$ cat src/rtl/dvp_cam_emulator.sv
// DVP (OV5640-style) camera source: pclk = clk/2, vsync/href framing and an
// RGB565 byte stream carrying either a coordinate pattern or eight colour bars.
module dvp_cam_emulator #(
    parameter int H_ACT    = 1280,
    parameter int V_ACT    = 720,
    parameter int H_BLANK  = 64,
    parameter int VS_WIDTH = 8,
    parameter int VS_BACK  = 32,
    parameter int V_TAIL   = 32
) (
    input  logic        clk,
    input  logic        rstn,
    input  logic        enable,
    input  logic        cam_rstn,
    input  logic        pat_sel,
    output logic        cam_pclk,
    output logic        cam_vsync,
    output logic        cam_href,
    output logic [7:0]  cam_data,
    output logic        frame_done,
    output logic [15:0] frame_cnt
);

    localparam int BAR_W = H_ACT / 8;
    localparam int M_V   = (VS_WIDTH > VS_BACK) ? VS_WIDTH : VS_BACK;
    localparam int M_H   = (H_BLANK > V_TAIL) ? H_BLANK : V_TAIL;
    localparam int C_MAX = (M_V > M_H) ? M_V : M_H;
    localparam int CW    = $clog2(C_MAX + 1);
    localparam int XW    = $clog2(H_ACT + 1);
    localparam int YW    = $clog2(V_ACT + 1);
    localparam int BW    = $clog2(BAR_W + 1);

    typedef enum logic [2:0] {
        S_IDLE,
        S_VSYNC,
        S_VBACK,
        S_LINE,
        S_HBLANK,
        S_VTAIL
    } state_t;

    state_t          state;
    logic [CW-1:0]   cnt;
    logic [XW-1:0]   x_cnt;
    logic [YW-1:0]   y_cnt;
    logic [BW-1:0]   bar_px;
    logic [2:0]      bar_idx;
    logic            lo_byte;
    logic            pat_q;

    logic            step;
    logic            line_last;
    logic            bar_wrap;
    logic [2:0]      bar_next;
    logic [15:0]     pix_cur;
    logic [15:0]     pix_nxt;
    logic [15:0]     pix_first;

    function automatic logic [15:0] pixel(input logic pat, input logic [YW-1:0] y,
                                          input logic [XW-1:0] x, input logic [2:0] b);
        logic [15:0] p;
        p = 16'h0000;
        if (!pat) begin
            p = {8'(y), 8'(x)};
        end else begin
            case (b)
                3'd0:    p = 16'hFFFF;
                3'd1:    p = 16'hFFE0;
                3'd2:    p = 16'h07FF;
                3'd3:    p = 16'h07E0;
                3'd4:    p = 16'hF81F;
                3'd5:    p = 16'hF800;
                3'd6:    p = 16'h001F;
                default: p = 16'h0000;
            endcase
        end
        return p;
    endfunction

    // Everything except pclk advances only on the clk edge where pclk falls.
    assign step      = cam_pclk;
    assign line_last = (x_cnt == XW'(H_ACT - 1));
    assign bar_wrap  = (bar_px == BW'(BAR_W - 1));
    assign bar_next  = bar_wrap ? bar_idx + 3'd1 : bar_idx;
    assign pix_cur   = pixel(pat_q, y_cnt, x_cnt, bar_idx);
    assign pix_nxt   = pixel(pat_q, y_cnt, x_cnt + XW'(1), bar_next);
    assign pix_first = pixel(pat_q, y_cnt, '0, 3'd0);

    always_ff @(posedge clk or negedge rstn) begin
        if (!rstn) begin
            cam_pclk   <= 1'b0;
            cam_vsync  <= 1'b0;
            cam_href   <= 1'b0;
            cam_data   <= 8'h00;
            frame_done <= 1'b0;
            frame_cnt  <= 16'h0000;
            state      <= S_IDLE;
            cnt        <= '0;
            x_cnt      <= '0;
            y_cnt      <= '0;
            bar_px     <= '0;
            bar_idx    <= 3'd0;
            lo_byte    <= 1'b0;
            pat_q      <= 1'b0;
        end else begin
            cam_pclk   <= ~cam_pclk;
            frame_done <= 1'b0;
            if (step) begin
                if (!cam_rstn) begin
                    state     <= S_IDLE;
                    cam_vsync <= 1'b0;
                    cam_href  <= 1'b0;
                    cam_data  <= 8'h00;
                    cnt       <= '0;
                    lo_byte   <= 1'b0;
                end else begin
                    case (state)
                        S_IDLE: begin
                            if (enable) begin
                                state     <= S_VSYNC;
                                cam_vsync <= 1'b1;
                                pat_q     <= pat_sel;
                                y_cnt     <= '0;
                                cnt       <= '0;
                            end
                        end
                        S_VSYNC: begin
                            if (cnt == CW'(VS_WIDTH - 1)) begin
                                state     <= S_VBACK;
                                cam_vsync <= 1'b0;
                                cnt       <= '0;
                            end else begin
                                cnt <= cnt + CW'(1);
                            end
                        end
                        S_VBACK, S_HBLANK: begin
                            if ((state == S_VBACK  && cnt == CW'(VS_BACK - 1)) ||
                                (state == S_HBLANK && cnt == CW'(H_BLANK - 1))) begin
                                state    <= S_LINE;
                                cam_href <= 1'b1;
                                cam_data <= pix_first[15:8];
                                x_cnt    <= '0;
                                bar_px   <= '0;
                                bar_idx  <= 3'd0;
                                lo_byte  <= 1'b0;
                                cnt      <= '0;
                            end else begin
                                cnt <= cnt + CW'(1);
                            end
                        end
                        S_LINE: begin
                            if (!lo_byte) begin
                                lo_byte  <= 1'b1;
                                cam_data <= pix_cur[7:0];
                            end else if (line_last) begin
                                cam_href <= 1'b0;
                                cam_data <= 8'h00;
                                lo_byte  <= 1'b0;
                                cnt      <= '0;
                                if (y_cnt == YW'(V_ACT - 1)) begin
                                    state <= S_VTAIL;
                                end else begin
                                    state <= S_HBLANK;
                                    y_cnt <= y_cnt + YW'(1);
                                end
                            end else begin
                                lo_byte  <= 1'b0;
                                x_cnt    <= x_cnt + XW'(1);
                                bar_px   <= bar_wrap ? '0 : bar_px + BW'(1);
                                bar_idx  <= bar_next;
                                cam_data <= pix_nxt[15:8];
                            end
                        end
                        S_VTAIL: begin
                            if (cnt == CW'(V_TAIL - 1)) begin
                                frame_done <= 1'b1;
                                frame_cnt  <= frame_cnt + 16'd1;
                                cnt        <= '0;
                                if (enable) begin
                                    state     <= S_VSYNC;
                                    cam_vsync <= 1'b1;
                                    pat_q     <= pat_sel;
                                    y_cnt     <= '0;
                                end else begin
                                    state <= S_IDLE;
                                end
                            end else begin
                                cnt <= cnt + CW'(1);
                            end
                        end
                        default: begin
                            state     <= S_IDLE;
                            cam_vsync <= 1'b0;
                            cam_href  <= 1'b0;
                            cam_data  <= 8'h00;
                        end
                    endcase
                end
            end
        end
    end

endmodule
$ cat config.mk
export PLATFORM = sky130hd
export DESIGN_NAME = dvp_cam_emulator
export DESIGN_NICKNAME = d
export VERILOG_FILES = /design/src/rtl/dvp_cam_emulator.sv
export SDC_FILE = /design/constraint.sdc
export NUM_CORES = 1
export LEC_CHECK = 0
export CAP_MARGIN = 20
export CORE_MARGIN = 4
export CORE_UTILIZATION = 30
export DETAILED_ROUTE_END_ITERATION = 16
export GPL_TIMING_DRIVEN = 0
export PLACE_DENSITY_LB_ADDON = 0.15
export SLEW_MARGIN = 20
export SYNTH_ARGS = -nofsm -noshare
export SYNTH_HDL_FRONTEND = slang
export SYNTH_SLANG_ARGS = --single-unit
$ cat constraint.sdc
create_clock -name clk -period 2.4 [get_ports clk]
set_input_delay 0.36 -clock clk [delete_from_list [all_inputs] [get_ports clk]]
set_output_delay 0.36 -clock clk [all_outputs]
set_load 0.05 [all_outputs]
==> results of run 1 <==
## cells in the final DEF (no fill, tap or decap), types with 3 or more instances in the layout
cell type,Yosys,routed
xnor2_1,14,14
nand4_1,14,14
and4_1,4,4
a31oi_1,7,6
dfrtp_1,72,71
or4_1,5,5
a211o_1,3,3
nand2b_1,7,7
inv_1,12,12
o31ai_1,8,7
nand3_1,32,32
o21ai_0,43,42
a22o_1,3,3
clkbuf_2,1,4
mux2i_1,4,4
nor3_1,6,5
or3_1,5,5
clkinv_2,0,3
nor2b_1,3,3
nor2_2,0,3
ha_1,10,8
nand2_1,47,47
and3_1,15,15
buf_4,0,13
o211ai_1,6,6
xor2_1,9,9
a21oi_1,16,14
clkbuf_1,8,5
nand3b_1,3,3
clkbuf_16,0,9
a22oi_1,7,7
nor2_1,32,29
and2_1,6,6
clkdlybuf4s50_1,0,31
buf_2,10,9
## kinds of logic after synthesis
kind of cell             Yosys count  share of synthesized area, %
AO/OA/AOI/OAI                    109                         17.06
multiplexers                       6                         1.526
XOR/XNOR                          23                         4.913
flip-flops                        72                         43.94
buffers and inverters             32                         3.448
adder cells (fa/ha/maj)           10                         3.052
AND/OR/NAND/NOR                  199                         26.06
## per-layer routing
metal	global-route usage (%)	share of wire [%]	wire, um
met2	22.55	46	5142
met3	2.444	2.8	307
met5	0	0	0
met4	7.589	2.1	233
met1	19.68	49	5396
## state kept, by name (all words and copies together) (netlist names)
| register | cells |
|---|---|
| bar_idx | 3 |
| bar_px | 8 |
| cam_data | 8 |
| cam_href | 1 |
| cam_pclk | 1 |
| cam_vsync | 1 |
| cnt | 7 |
| frame_cnt | 16 |
| frame_done | 1 |
| lo_byte | 1 |
| pat_q | 1 |
| state | 3 |
| x_cnt | 11 |
| y_cnt | 10 |
## critical path: stages (launching register included)
cell and delay (ns):
dfrtp_1 0.42, ha_4 0.16, nand2_1 0.08, or4_4 0.53, o22ai_4 0.21, nand3_4 0.13, or4_1 0.54, a21oi_2 0.15
## cell type report
type / instances / area (sq um)
inverter: 12 / 45.04
tap: 176 / 220.2
buffer: 19 / 98.84
sequential: 72 / 1803
fill: 1324 / 8094
clock inverter: 4 / 45.04
clock buffer: 11 / 242.7
timing repair buffer: 46 / 445.4
multi-input combinational: 347 / 2301
## power groups by stage
stage                     Combinational, mW  Clock (mW)  Sequential [mW]
after detailed placement               1.39           0             1.51
final                                  1.55        1.34             1.51
after global routing                   1.69        1.41             1.52
after floorplan                       0.760           0             1.69
after global placement                 1.38           0             1.50
after CTS                              1.43        1.37             1.49
## cell usage after synthesis, drive strengths merged, types with 8 or more instances
library cell / count
dfrtp: 72
nand2: 47
o21ai: 43
nand3: 34
nor2: 32
a21oi: 17
and3: 15
nand4: 14
xnor2: 14
inv: 12
buf: 11
ha: 10
clkbuf: 9
xor2: 9
o31ai: 8
## per-stage QoR
step | area (sq um) | instances | setup WS (ns) | power (mW) | util (%)
3_5_place_dp | 4666 | 660 | -0.5427 | 2.895 | 35.09
5_1_grt | 5201 | 687 | -0.02027 | 4.630 | 39.12
3_3_place_gp | 4641 | 659 | -1.746 | 2.884 | 34.91
6_report | 5201 | 687 | 0.09956 | 4.396 | 39.12
2_1_floorplan | 4100 | 451 | 0.2359 | 2.446 | -
4_1_cts | 5034 | 678 | 0.0004698 | 4.294 | 37.86
## path summary, 6_finish.rpt
| kind | depth (start not counted) | endpoint | slack (ns) | start |
|---|---|---|---|---|
| worst max-delay path | 7 | x_cnt[5] | 0.1 | cnt[1] |
| worst min-delay path | 1 | frame_cnt[13] | 0.49 | frame_cnt[13] |
| worst max register to register | 7 | x_cnt[5] | 0.1 | cnt[1] |
| worst min register to register | 1 | frame_cnt[13] | 0.49 | frame_cnt[13] |
| max in group asynchronous | 3 | bar_px[2] | 1.33 | rstn |
| min in group asynchronous | 2 | cnt[2] | 0.51 | rstn |
## what timing repair did
action | CTS | global route
resized for setup | 9 | 24
endpoints found under the setup margin | 36 | 38
hold buffers | 1 | 0
endpoints found under the hold margin | 31 | 0
setup buffers | 2 | 10
pin swaps | 2 | 7
==> reports/results.tsv, run 1 <==
stage	metric	value	unit
worst_setup_path	cp-start-kind	flop	
route	ant_nets	0	
timing	period_minus_slack	2.300	ns
route	wirelength	11080	um
floorplanning	die_w	124.9	um
timing	hold_viol	0	
timing	timing.hold.ws	0.4939	ns
yosys	seq_area_frac_synth	43.94	%
layout	drive_gt1_share	13.89	%
hold_path	hold_class	flop to flop	
power	ir_worst_vdd	0.3527	mV
power	power_frac_comb	35.3	%
yosys	postSynthAreaPerCell	9.091	sq um
yosys	synth.top_cell.area_share	43.94	%
floorplanning	die_area	15600	sq um
floorplanning	core_region_area	13300	sq um
route	drtIter0Drc	286	
yosys	ys_types	57	
timing	maxSlewHeadroom	40.73	%
global_route	track_usage	14.60	%
floorplanning	start_util	30.84	%
global_route	grt_max_degree	42	
yosys	synth_edf_count	0	
worst_setup_path	cp_max_fo	6	
route	post_drt_wl_per_cell	16.13	um
power	total_leakage_power	2.195	nW
worst_setup_path	crit_type	flop to flop	
yosys	async_reset_ff_share	100.0	%
clock_tree	clock-sinks	72	
route	via_per_inst	5.250	
timing	finClkSkew	0.006119	ns
clock_tree	cts-htree-levels	3	
timing	tns	0	ns
timing	setup_viol	0	
layout	area_growth	26.85	%
worst_setup_path	arrival	2.57	ns
power	p_switching	1.646	mW
placed_design	gp_congestion	0.8449	
worst_setup_path	end_kind	flop	
route	dr.pass1.iters	4	
global_route	grt.overflow.total	0	
floorplanning	io_pins	33	
clock_tree	cts_buffers	9	
worst_setup_path	critPathRequiredTime	2.67	ns
timing	tightest_slew	0.8891	ns
power	pwr-share-seq	34.3	%
global_route	grt_pass1_vias	3551	
yosys	synthesis.nets	466	
yosys	netlist_instances	451	
layout	diodes	0	
power	p_sw_share	37.44	%
placed_design	hpwlAfterDp	7830	um
floorplanning	num_rows	42	
clock_tree	clkTransAtPathRegs	0.06	ns
route	drc	0	
clock_tree	root_buffer	clkbuf_16	
yosys	yosysWarnings	0	
clock_tree	clk-insertion-delay-late	0.34	ns
yosys	synth_area_leaders	dfrtp_1, o21ai_0, nand2_1, nand3_1, ha_1	
global_route	antenna_found_initial	0	
power	pwr-share-clk	30.4	%
yosys	ys_ff_latch	72	
timing	drv_slew	0	
run	maxCapViolCount	0	
global_route	grt_pass1_wl	18540	um
power	power.density	845.1	nW/um^2
yosys	synth-main-ff-cell	dfrtp_1	
yosys	synth_area_leader_cell	dfrtp_1	
clock_tree	tritoncts	built	
placed_design	io_buffers	32	
power	p_int	2.750	mW
layout	nNetsFinal	522	
clock_tree	cts_buffer_depth	2	
timing	fmax	434.7	MHz
floorplanning	die_y	124.9	um
outcome	status	complete, no violations	
yosys	netlist_area	4100	sq um
timing	finalCritPeriodShare	95.85	%
route	routed-via-count	3607	
(Power assumes the default switching activity.)
==> run 2, diff against run 1 <==
--- a/config.mk
+++ b/config.mk
@@ -7,7 +7,7 @@
 export LEC_CHECK = 0
 export CAP_MARGIN = 20
 export CORE_MARGIN = 4
-export CORE_UTILIZATION = 30
+export CORE_UTILIZATION = 40
 export DETAILED_ROUTE_END_ITERATION = 16
 export GPL_TIMING_DRIVEN = 0
 export PLACE_DENSITY_LB_ADDON = 0.15
==> reports/results.tsv, run 2 (synthesis results as in run 1) <==
stage	metric	value	unit
worst_setup_path	end_kind	flop	
route	via_per_inst	5.723	
route	ant_nets	0	
worst_setup_path	reg2reg_to	y_cnt[9]	
route	drc	0	
timing	finClkSkew	0.007970	ns
hold_path	hold_class	flop to flop	
layout	regMostFlops	frame_cnt	
global_route	grt_max_degree	38	
clock_tree	clk-insertion-delay-late	0.36	ns
timing	finalCritPeriodShare	96.02	%
floorplanning	die_y	109.2	um
floorplanning	num_rows	36	
timing	maxSlewHeadroom	51.72	%
layout	drive_gt1_share	11.95	%
timing	setup_viol	0	
clock_tree	clkTransAtPathRegs	0.08	ns
floorplanning	start_util	41.57	%
floorplanning	die_w	109.2	um
global_route	antenna_found_initial	0	
timing	drv_slew	0	
placed_design	hpwlAfterDp	7478	um
hold_path	whs_path_depth	1	
route	post_drt_wl_per_cell	16.54	um
layout	largest_register_ffs	16	
worst_setup_path	arrival	2.58	ns
clock_tree	cts_buffers	9	
floorplanning	die_area	11930	sq um
global_route	track_usage	18.61	%
power	ir_worst_vdd	0.4986	mV
worst_setup_path	r2r_setup_slack	0.1	ns
layout	final_common_cell	dfrtp_1	
timing	fmax	434.0	MHz
clock_tree	cts_buffer_depth	2	
timing	tightest_slew	0.7242	ns
worst_setup_path	rr_worst_depth	7	
placed_design	gp_congestion	0.8105	
route	drtIter0Drc	199	
layout	diodes	0	
layout	most-common-layout-cells	dfrtp_1, nand2_1, o21ai_0	
clock_tree	cts-htree-levels	3	
clock_tree	clock-sinks	72	
timing	timing.hold.ws	0.4680	ns
floorplanning	io_pins	33	
placed_design	io_buffers	32	
layout	nNetsFinal	513	
timing	tns	0	ns
clock_tree	root_buffer	clkbuf_8	
worst_setup_path	cp-start-kind	flop	
route	dr.pass1.iters	5	
power	total_leakage_power	2.074	nW
outcome	status	complete, no violations	
timing	rsz0062_at_grt	true	
layout	top_regs	frame_cnt (16), x_cnt (11), y_cnt (10)	
timing	hold_viol	0	
timing	period_minus_slack	2.304	ns
worst_setup_path	rr_startpoint	cnt[1]	
route	wirelength	10500	um
hold_path	min_from	frame_cnt[15]	
hold_path	min_delay_worst_endpoint	frame_cnt[15]	
global_route	grt_pass1_wl	17110	um
power	power.density	769.2	nW/um^2
floorplanning	core_region_area	9864	sq um
global_route	grt.overflow.total	0	
clock_tree	tritoncts	built	
run	maxCapViolCount	0	
global_route	grt_pass1_vias	3456	
worst_setup_path	cp_max_fo	10	
worst_setup_path	critPathRequiredTime	2.68	ns
layout	area_growth	19.38	%
route	routed-via-count	3634	
worst_setup_path	crit_type	flop to flop	
[run 2: repair_timing]
item	4_1_cts	5_1_grt
pin swaps	1	1
setup buffers	2	1
endpoints found under the setup margin	28	45
hold buffers	1	0
gates resized for setup	3	25
endpoints found under the hold margin	35	0
[run 2: power breakdown]
| part | switching (mW) | internal [mW] |
|---|---|---|
| combinational | 0.929 | 0.516 |
| clock | 0.460 | 0.365 |
| sequential | 0.148 | 1.35 |
[run 2: how the worst max path moves through the flow]
| stage | start | end | slack [ns] | cells after the start |
|---|---|---|---|---|
| finish | cnt[1] | y_cnt[9] | 0.1 | 7 |
| global route | cam_rstn | cnt[0] | -0.03 | 9 |
| CTS | cnt[0] | cam_data[6] | 0.002 | 7 |
| detailed placement | cam_rstn | frame_cnt[13] | -0.45 | 8 |
| global placement | rstn | frame_cnt[13] | -1.73 | 1 |
| floorplan | cnt[0] | x_cnt[5] | 0.24 | 7 |
[run 2: critical path: stages, from the launching register on]
cell	delay, ns
dfrtp_1	0.41
ha_4	0.18
and4bb_2	0.30
nand4_1	0.17
a21oi_4	0.34
nand3_2	0.16
or4_1	0.51
a21oi_1	0.15
[run 2: per-layer routing]
metal	GRT usage (%)	vias up	routed length, um
met5	0	-	0
met4	6.055	0	141
met3	4.322	11	488
met2	27.54	87	4680
met1	26.84	1785	5192
li1	-	1751	-
[run 2: layout make-up]
| cell class | instances | area, sq um |
|---|---|---|
| sequential | 72 | 1804 |
| clock buffer | 11 | 131.4 |
| tap | 133 | 166.4 |
| timing repair buffer | 37 | 370.4 |
| fill | 940 | 4970 |
| inverter | 12 | 45.04 |
| clock inverter | 4 | 22.52 |
| multi-input combinational | 347 | 2257 |
| buffer | 19 | 97.59 |
[run 2: through the flow]
step                      utilization [%]  instances  area [sq um]  setup slack [ns]  total power, mW
after floorplan                         -        451          4100            0.2359            2.446
after global placement              46.50        616          4587            -1.725            2.861
after detailed placement            46.68        617          4604           -0.4477            2.868
after CTS                           48.71        635          4805          0.002002            3.735
after global routing                49.62        635          4895          -0.03454            4.004
final                               49.62        635          4895           0.09563            3.765
